--- config.mk ---
export PLATFORM = sky130hd
export DESIGN_NAME = alu_writeback_stage
export DESIGN_NICKNAME = d
export VERILOG_FILES = /design/src/rtl/alu_writeback_stage_pkg.sv /design/src/rtl/alu_writeback_stage_cond_eval.sv /design/src/rtl/alu_writeback_stage.sv
export SDC_FILE = /design/constraint.sdc
export NUM_CORES = 1
export LEC_CHECK = 0
export CORE_MARGIN = 4
export CORE_UTILIZATION = 39
export DETAILED_ROUTE_END_ITERATION = 10
export HOLD_SLACK_MARGIN = 0.1
export PLACE_DENSITY = 0.68
export SETUP_SLACK_MARGIN = 0.2
export SYNTH_ARGS = -nofsm -noshare
export SYNTH_HDL_FRONTEND = slang
export SYNTH_SLANG_ARGS = --single-unit
--- constraint.sdc ---
create_clock -name clk -period 5 [get_ports clk]
set_clock_uncertainty 0.15 [all_clocks]
set_input_delay 1.5 -clock clk [delete_from_list [all_inputs] [get_ports clk]]
set_output_delay 1.5 -clock clk [all_outputs]
set_load 0.02 [all_outputs]
--- src/rtl/alu_writeback_stage_pkg.sv ---
// Shared constants for the ALU writeback stage and later branch logic:
// ARM-style condition codes, CPSR flag bit positions and the ALU op class bit.
package alu_writeback_stage_pkg;

    localparam logic [3:0] COND_EQ = 4'h0;
    localparam logic [3:0] COND_NE = 4'h1;
    localparam logic [3:0] COND_CS = 4'h2;
    localparam logic [3:0] COND_CC = 4'h3;
    localparam logic [3:0] COND_MI = 4'h4;
    localparam logic [3:0] COND_PL = 4'h5;
    localparam logic [3:0] COND_VS = 4'h6;
    localparam logic [3:0] COND_VC = 4'h7;
    localparam logic [3:0] COND_HI = 4'h8;
    localparam logic [3:0] COND_LS = 4'h9;
    localparam logic [3:0] COND_GE = 4'hA;
    localparam logic [3:0] COND_LT = 4'hB;
    localparam logic [3:0] COND_GT = 4'hC;
    localparam logic [3:0] COND_LE = 4'hD;
    localparam logic [3:0] COND_AL = 4'hE;

    // Bit positions inside the 4-bit CPSR {N,Z,C,V}
    localparam int FLAG_N = 3;
    localparam int FLAG_Z = 2;
    localparam int FLAG_C = 1;
    localparam int FLAG_V = 0;

    // ALUcontrol bit that separates logic ops (1) from arithmetic ops (0)
    localparam int ALU_LOGIC_BIT = 2;

endpackage

--- src/rtl/alu_writeback_stage_cond_eval.sv ---
// Combinational ARM condition-code evaluator: decides whether an op with the
// given condition executes against the supplied NZCV flags.
module cond_eval
    import alu_writeback_stage_pkg::*;
(
    input  logic [3:0] cond,
    input  logic [3:0] flags,
    output logic       pass
);

    logic fn;
    logic fz;
    logic fc;
    logic fv;

    assign fn = flags[FLAG_N];
    assign fz = flags[FLAG_Z];
    assign fc = flags[FLAG_C];
    assign fv = flags[FLAG_V];

    // Decode the condition; code F has no special meaning here and behaves as AL
    always_comb begin
        pass = 1'b1;
        case (cond)
            COND_EQ: pass = fz;
            COND_NE: pass = !fz;
            COND_CS: pass = fc;
            COND_CC: pass = !fc;
            COND_MI: pass = fn;
            COND_PL: pass = !fn;
            COND_VS: pass = fv;
            COND_VC: pass = !fv;
            COND_HI: pass = fc && !fz;
            COND_LS: pass = !fc || fz;
            COND_GE: pass = (fn == fv);
            COND_LT: pass = (fn != fv);
            COND_GT: pass = !fz && (fn == fv);
            COND_LE: pass = fz || (fn != fv);
            default: pass = 1'b1;
        endcase
    end

endmodule

--- src/rtl/alu_writeback_stage.sv ---
// Registered stage after the ALU: accepts results through valid/ready, gates
// them on the condition code against the committed CPSR, updates NZCV, counts
// skipped ops and queues passing results in a 2-entry FIFO for writeback.
module alu_writeback_stage
    import alu_writeback_stage_pkg::*;
#(
    parameter int W  = 8,
    parameter int RA = 4
) (
    input  logic          clk,
    input  logic          rst,
    input  logic          in_valid,
    output logic          in_ready,
    input  logic [2:0]    ALUcontrol,
    input  logic [W-1:0]  Y,
    input  logic          N,
    input  logic          Z,
    input  logic          CO,
    input  logic          OVF,
    input  logic          set_flags,
    input  logic [3:0]    cond,
    input  logic [RA-1:0] dest,
    output logic          out_valid,
    input  logic          out_ready,
    output logic [W-1:0]  out_data,
    output logic [RA-1:0] out_dest,
    output logic [3:0]    flags,
    output logic          cond_pass,
    output logic [7:0]    skip_cnt
);

    // FIFO is kept as a shift pair: slot 0 is always the head, slot 1 the tail
    logic [1:0]    count;
    logic [W-1:0]  data0;
    logic [W-1:0]  data1;
    logic [RA-1:0] dest0;
    logic [RA-1:0] dest1;
    logic [3:0]    cpsr;
    logic [7:0]    skips;

    logic accept;
    logic push;
    logic pop;

    cond_eval u_cond_eval (
        .cond  (cond),
        .flags (cpsr),
        .pass  (cond_pass)
    );

    assign in_ready  = (count != 2'd2);
    assign out_valid = (count != 2'd0);
    assign accept    = in_valid && in_ready;
    assign push      = accept && cond_pass;
    assign pop       = out_valid && out_ready;

    assign out_data  = data0;
    assign out_dest  = dest0;
    assign flags     = cpsr;
    assign skip_cnt  = skips;

    // FIFO storage and occupancy; a lone pop leaves the head registers untouched
    // so out_data keeps showing the last result once the FIFO runs empty
    always_ff @(posedge clk) begin
        if (rst) begin
            count <= 2'd0;
            data0 <= '0;
            data1 <= '0;
            dest0 <= '0;
            dest1 <= '0;
        end else begin
            case ({push, pop})
                2'b10: begin
                    if (count == 2'd0) begin
                        data0 <= Y;
                        dest0 <= dest;
                    end else begin
                        data1 <= Y;
                        dest1 <= dest;
                    end
                    count <= count + 2'd1;
                end
                2'b01: begin
                    if (count == 2'd2) begin
                        data0 <= data1;
                        dest0 <= dest1;
                    end
                    count <= count - 2'd1;
                end
                2'b11: begin
                    // Push only happens below full, so count is 1 here
                    data0 <= Y;
                    dest0 <= dest;
                end
                default: begin
                end
            endcase
        end
    end

    // CPSR update: logic ops carry no meaningful C/V, so those bits hold
    always_ff @(posedge clk) begin
        if (rst) begin
            cpsr <= 4'b0000;
        end else if (push && set_flags) begin
            cpsr[FLAG_N] <= N;
            cpsr[FLAG_Z] <= Z;
            if (!ALUcontrol[ALU_LOGIC_BIT]) begin
                cpsr[FLAG_C] <= CO;
                cpsr[FLAG_V] <= OVF;
            end
        end
    end

    // Saturating count of accepted ops whose condition failed
    always_ff @(posedge clk) begin
        if (rst) begin
            skips <= 8'd0;
        end else if (accept && !cond_pass && (skips != 8'hFF)) begin
            skips <= skips + 8'd1;
        end
    end

endmodule

# After elaboration in Yosys (flattened, before gate mapping)
# Index checks and enable logic that the tools add are counted.
# Widths: inputs -> output; s select.
# totals
mem_bits_rw	0
romBits	0
register_bits	38
latch_bits	0
n_memories	0
word_cells	67
in_bits	28
# classes
order_cmp	0
add_sub_neg	3
reduce_logical	23
n_eq_ne	23
bitwise_logic	2
div_mod_pow	0
n_mul	0
shift	0
mux	8
# op_table
cell	n
$eq 4x4->1 const B	6
$pmux 8 s3	1
$eq 4x3->1 const B	4
$mux 8	2
$pmux 1 s14	1
$pmux 4 s3	1
$add 8x1->8 const B	1
$eq 4x2->1 const B	2
$logic_and 1x1->1	8
$mux 4	2
$ne 8x8->1 const B	1
$eq 2x2->1 const B	3
$ne 2x2->1 const B	3
$logic_not 1->1	5
$eq 4x1->1 const B	1
$logic_not 4->1	1
$pmux 2 s2	1
$reduce_and 2->1	2
$reduce_bool 2->1	2
$reduce_and 3->1	1
$reduce_bool 3->1	1
$add 2x1->2 const B	1
$eq 2x1->1 const B	1
$logic_not 2->1	1
other kinds (5)	7

# Longest topological paths before layout
# logic_depth
word_depth	7
depth_mapped	15
mapped_depth_nobuf	12

# Modules after synthesis
# A second synthesis with hierarchy kept.
# unflattened
cells_unflattened	217
hier_area_um2	1868.0
# by_module_without_submodules
mod	cells_per_inst	n_inst	area_each_um2
alu_writeback_stage	194	1	1702.9
cond_eval	23	1	165.2

# Least setup slack after synthesis
# No wires, ideal clock.
# synth_timing
kind	input-to-reg
startpoint	input cond[0]
endpoint	register data0[0], in the netlist out_data[0]
t_required_ns	4.764
arrival_time_ns	4.172
path_buffers	4
cell_stages	15
path_slack_ns	0.592
setup_time_ns	0.086
cell_sequence	buf_6 or4b_1 a31oi_1 o21ai_1 nand4_2 buf_6 nand3_1 ha_1 clkbuf_1 mux2_2 o22a_1 nor2_1 buf_2 nor2_1 a211oi_1
# synth_between
elab_chain_len	6
elab_cells_between_ends	24
# synth_lines
element	line	text
start: declaration	alu_writeback_stage.sv:21	input logic [3:0] cond,
$eq 4x4->1 (tied with other cells)	alu_writeback_stage_cond_eval.sv:24	case (cond)
$pmux 1 s14 *	alu_writeback_stage_cond_eval.sv:24	
via cond_pass	alu_writeback_stage.sv:28	output logic cond_pass,
$logic_and 1x1->1 *	alu_writeback_stage.sv:54	assign push = accept && cond_pass;
$eq 2x1->1 / $eq 2x2->1 (equally long branches)	alu_writeback_stage.sv:72	case ({push, pop})
$ne 2x2->1 (no source line) / $reduce_bool 3->1 (equally long branches)	-	
$reduce_and 3->1 (no source line)	-	
end signal: assignment	alu_writeback_stage.sv:85	data0 <= data1;
end: declaration	alu_writeback_stage.sv:34	logic [W-1:0] data0;
# Mark *: on every way through the listed nets, which the timed path passes. The rest lies on a longest branch.
# A chain may end at the register's enable or synchronous reset.

# Worst setup path after layout
# layout_timing
startpoint	input cond[2]
endpoint	output cond_pass
# layout_between
elab_chain_len	2
elab_cells_between_ends	15
# layout_lines
element	line
$eq 4x4->1 (tied with other cells)	alu_writeback_stage_cond_eval.sv:24
$pmux 1 s14 *	alu_writeback_stage_cond_eval.sv:24
end: declaration	alu_writeback_stage.sv:28
# Every way passes the cells marked *; elsewhere a longest branch is shown, timed or not.

==> flow_summary.json <==
{
  "ys_top_cells_by_area": "dfxtp_1, mux2i_1, nand2_1, a211oi_1, a21oi_1",
  "final_area_um2": 2620,
  "path_buf_inv": 3,
  "cts.sinks": 38,
  "r2r_start": "flags[3]",
  "drt-initial-drc-count": 38,
  "start_util_pct": 40.4,
  "nNetsFinal": 307,
  "port_buffers": 52,
  "grt_pass1_wl_mm": 7.42,
  "reg2reg_depth": 13,
  "yosys_warnings": 0,
  "wire_per_inst_um": 12.6,
  "run_status": "completed",
  "first_global_vias": 1615,
  "path_max_fanout": 5,
  "finalSetupTns_ps": 0,
  "crit_family": "buffers and inverters",
  "cp_slowest_cell": "clkdlybuf4s50_1",
  "route.detailed.drc": 0,
  "track_usage_pct": 14.8,
  "hold_depth": 2,
  "worst-path-stages": 7,
  "finalCriticalPeriod_ps": 4650,
  "slew_violations": 0,
  "multiInputGateArea_um2": 1090,
  "cts-htree-levels": 2,
  "required_ps": 3350,
  "gr-total-overflow": 0,
  "dp.cells": 335,
  "vias_per_cell": 5.04,
  "regArea_um2": 761,
  "syn_inst": 221,
  "startpoint": "cond[2]",
  "syn_area_um2": 1920,
  "crit_path_start_kind": "input port",
  "postCtsHoldBufs": 0,
  "grt_setup_unrepaired": "no",
  "power_density_nw_per_um2": 383,
  "synth_edf_count": 0,
  "diodes": 0,
  "slowest_delay_ps": 470,
  "ys.flop_type": "dfxtp_1",
  "cellLeakagePower_nw": 0.951,
  "min_from": "data1[1]",
  "synthToLayoutAreaGrowth_pct": 36.2,
  "slew_headroom_pct": 29.3,
  "vias": 1722,
  "yosysTopAreaCell": "dfxtp_1",
  "gp_congestion": 0.808,
  "final_cell_mix": "clkdlybuf4s50_1, dfxtp_1, nand2_1",
  "fmax_ghz": 0.215,
  "clk_pin_slew_ps": 70,
  "drive_gt1_share_pct": 10.5,
  "synth_fp_nets": 253,
  "dpl.hpwl_mm": 3.02,
  "peakVddDrop_mv": 0.217,
  "max_slew.worst_pin.slew_ps": 1060,
  "clock_latency_ps": 290,
  "die-area_um2": 6120,
  "cts-root-buf": "clkbuf_8",
  "first_pass_iters": 4,
  "cts_buffer_depth": 2,
  "die_w_um": 78.2,
  "ys_types": 42,
  "end_kind": "output pin",
  "cts_buffers": 5,
  "synthArstFlopShare_pct": 0,
  "synth.avg_cell_area_um2": 8.70,
  "hold_violations": 0,
  "postRouteAntennaNets": 0,
  "final_core_util_pct": 55.1,
  "ys_ff_latch": 38,
  "layout_commonest_cell": "clkdlybuf4s50_1",
  "ios": 55,
  "fin_ws_ps": 355,
  "cts_tree": "built",
  "crit_type": "input port to output pin",
  "period_share_pct": 92.9,
  "critical_path.cell_chain": "clkdlybuf4s50_1, buf_4, and3b_1, a22oi_2, mux2i_1, nand4_2, buf_2",
  "routed_wl_mm": 4.32,
  "ys_seq_area_share_pct": 39.6,
  "yosysTopAreaCellShare_pct": 39.6,
  "antenna_found_initial": 0,
  "fp.dieH_um": 78.2,
  "grt_max_degree": 34,
  "place_ws_ps": -86.7,
  "nFillCells": 467,
  "fin_cells": 342,
  "critPathArrivalTime_ps": 3000,
  "placed_area_um2": 2540,
  "cap_violations": 0,
  "hold_class": "register to register",
  "core_um2": 4750,
  "setup_violations": 0,
  "rows": 25
}
[worst reg2reg max path, cell delays in order (launching register included)]
cell and delay, ps:
dfxtp_1 370, or4b_1 540, a31oi_1 170, o21ai_1 90
nand4_2 80, buf_4 200, nand3_1 160, ha_1 230
mux2_2 260, o22a_1 170, nor2_1 170, buf_12 190
nor2_1 60, a211oi_1 210
[cell families after synthesis]
kind of cell / Yosys count / share of synthesized area (%)
AND/OR/NAND/NOR: 97 / 26.5
flip-flops: 38 / 39.6
AO/OA/AOI/OAI: 36 / 11.4
multiplexers: 24 / 13.2
buffers and inverters: 16 / 4.03
XOR/XNOR: 6 / 2.73
adder cells (fa/ha/maj): 4 / 2.60
[where the power goes]
part	internal [mW]	leakage, nW	switching [mW]
Sequential	0.359	0.310	0.0356
Clock	0.0936	0.0438	0.105
Combinational	0.200	0.597	0.211
[Yosys cell counts, drive strengths merged, types with 2 or more instances]
cell,count
nand2,31
nor2,22
nand4,5
mux2,5
a21oi,16
ha,4
a31oi,2
mux2i,19
or3,4
inv,2
nor3,3
and3b,2
clkbuf,8
nor2b,5
nand3,3
a211oi,12
xor2,3
dfxtp,38
o21ai,4
buf,6
nand2b,11
xnor2,3
[flip-flops by register name, summed over array words and instances (netlist names)]
name and cells:
count 2, skip_cnt 8, out_dest 4, dest1 4, data1 8, flags 4
out_data 8
[final timing paths]
path | to | slack [ps]
max | cond_pass | 350
min | data1[1] | 310
max reg2reg | out_data[0] | 1860
min reg2reg | data1[1] | 310
[final cells by class]
| class | instances | share of cell area [%] |
|---|---|---|
| inverter | 2 | 0.287 |
| tap | 67 | 3.20 |
| multi-input combinational | 167 | 41.6 |
| timing repair buffer | 61 | 22.8 |
| sequential | 38 | 29.0 |
| clock buffer | 5 | 2.63 |
| clock inverter | 2 | 0.382 |
[per-stage QoR]
stage               hold slack [ps]  power (mW)
floorplan                       286       0.644
global placement                292       0.811
detailed placement              299       0.815
CTS                             309        1.02
global route                    328        1.08
finish                          307        1.00
[timing repair]
item                                    4_1_cts  5_1_grt
resized for setup                             3        3
pin swaps                                     0        0
endpoints found under the setup margin        1        8
setup buffers                                 0        0
[routing by layer]
metal / up-vias / track usage [%] / part of all wire [%] / wire [um]
met4: 0 / 3.67 / 0.99 / 43
met1: 789 / 19.6 / 50 / 2170
li1: 876 / - / - / -
met5: - / 0 / 0 / 0
met3: 6 / 5.39 / 6.8 / 294
met2: 51 / 22.9 / 42 / 1810
Note: power is estimated with default switching activity, not from simulation.
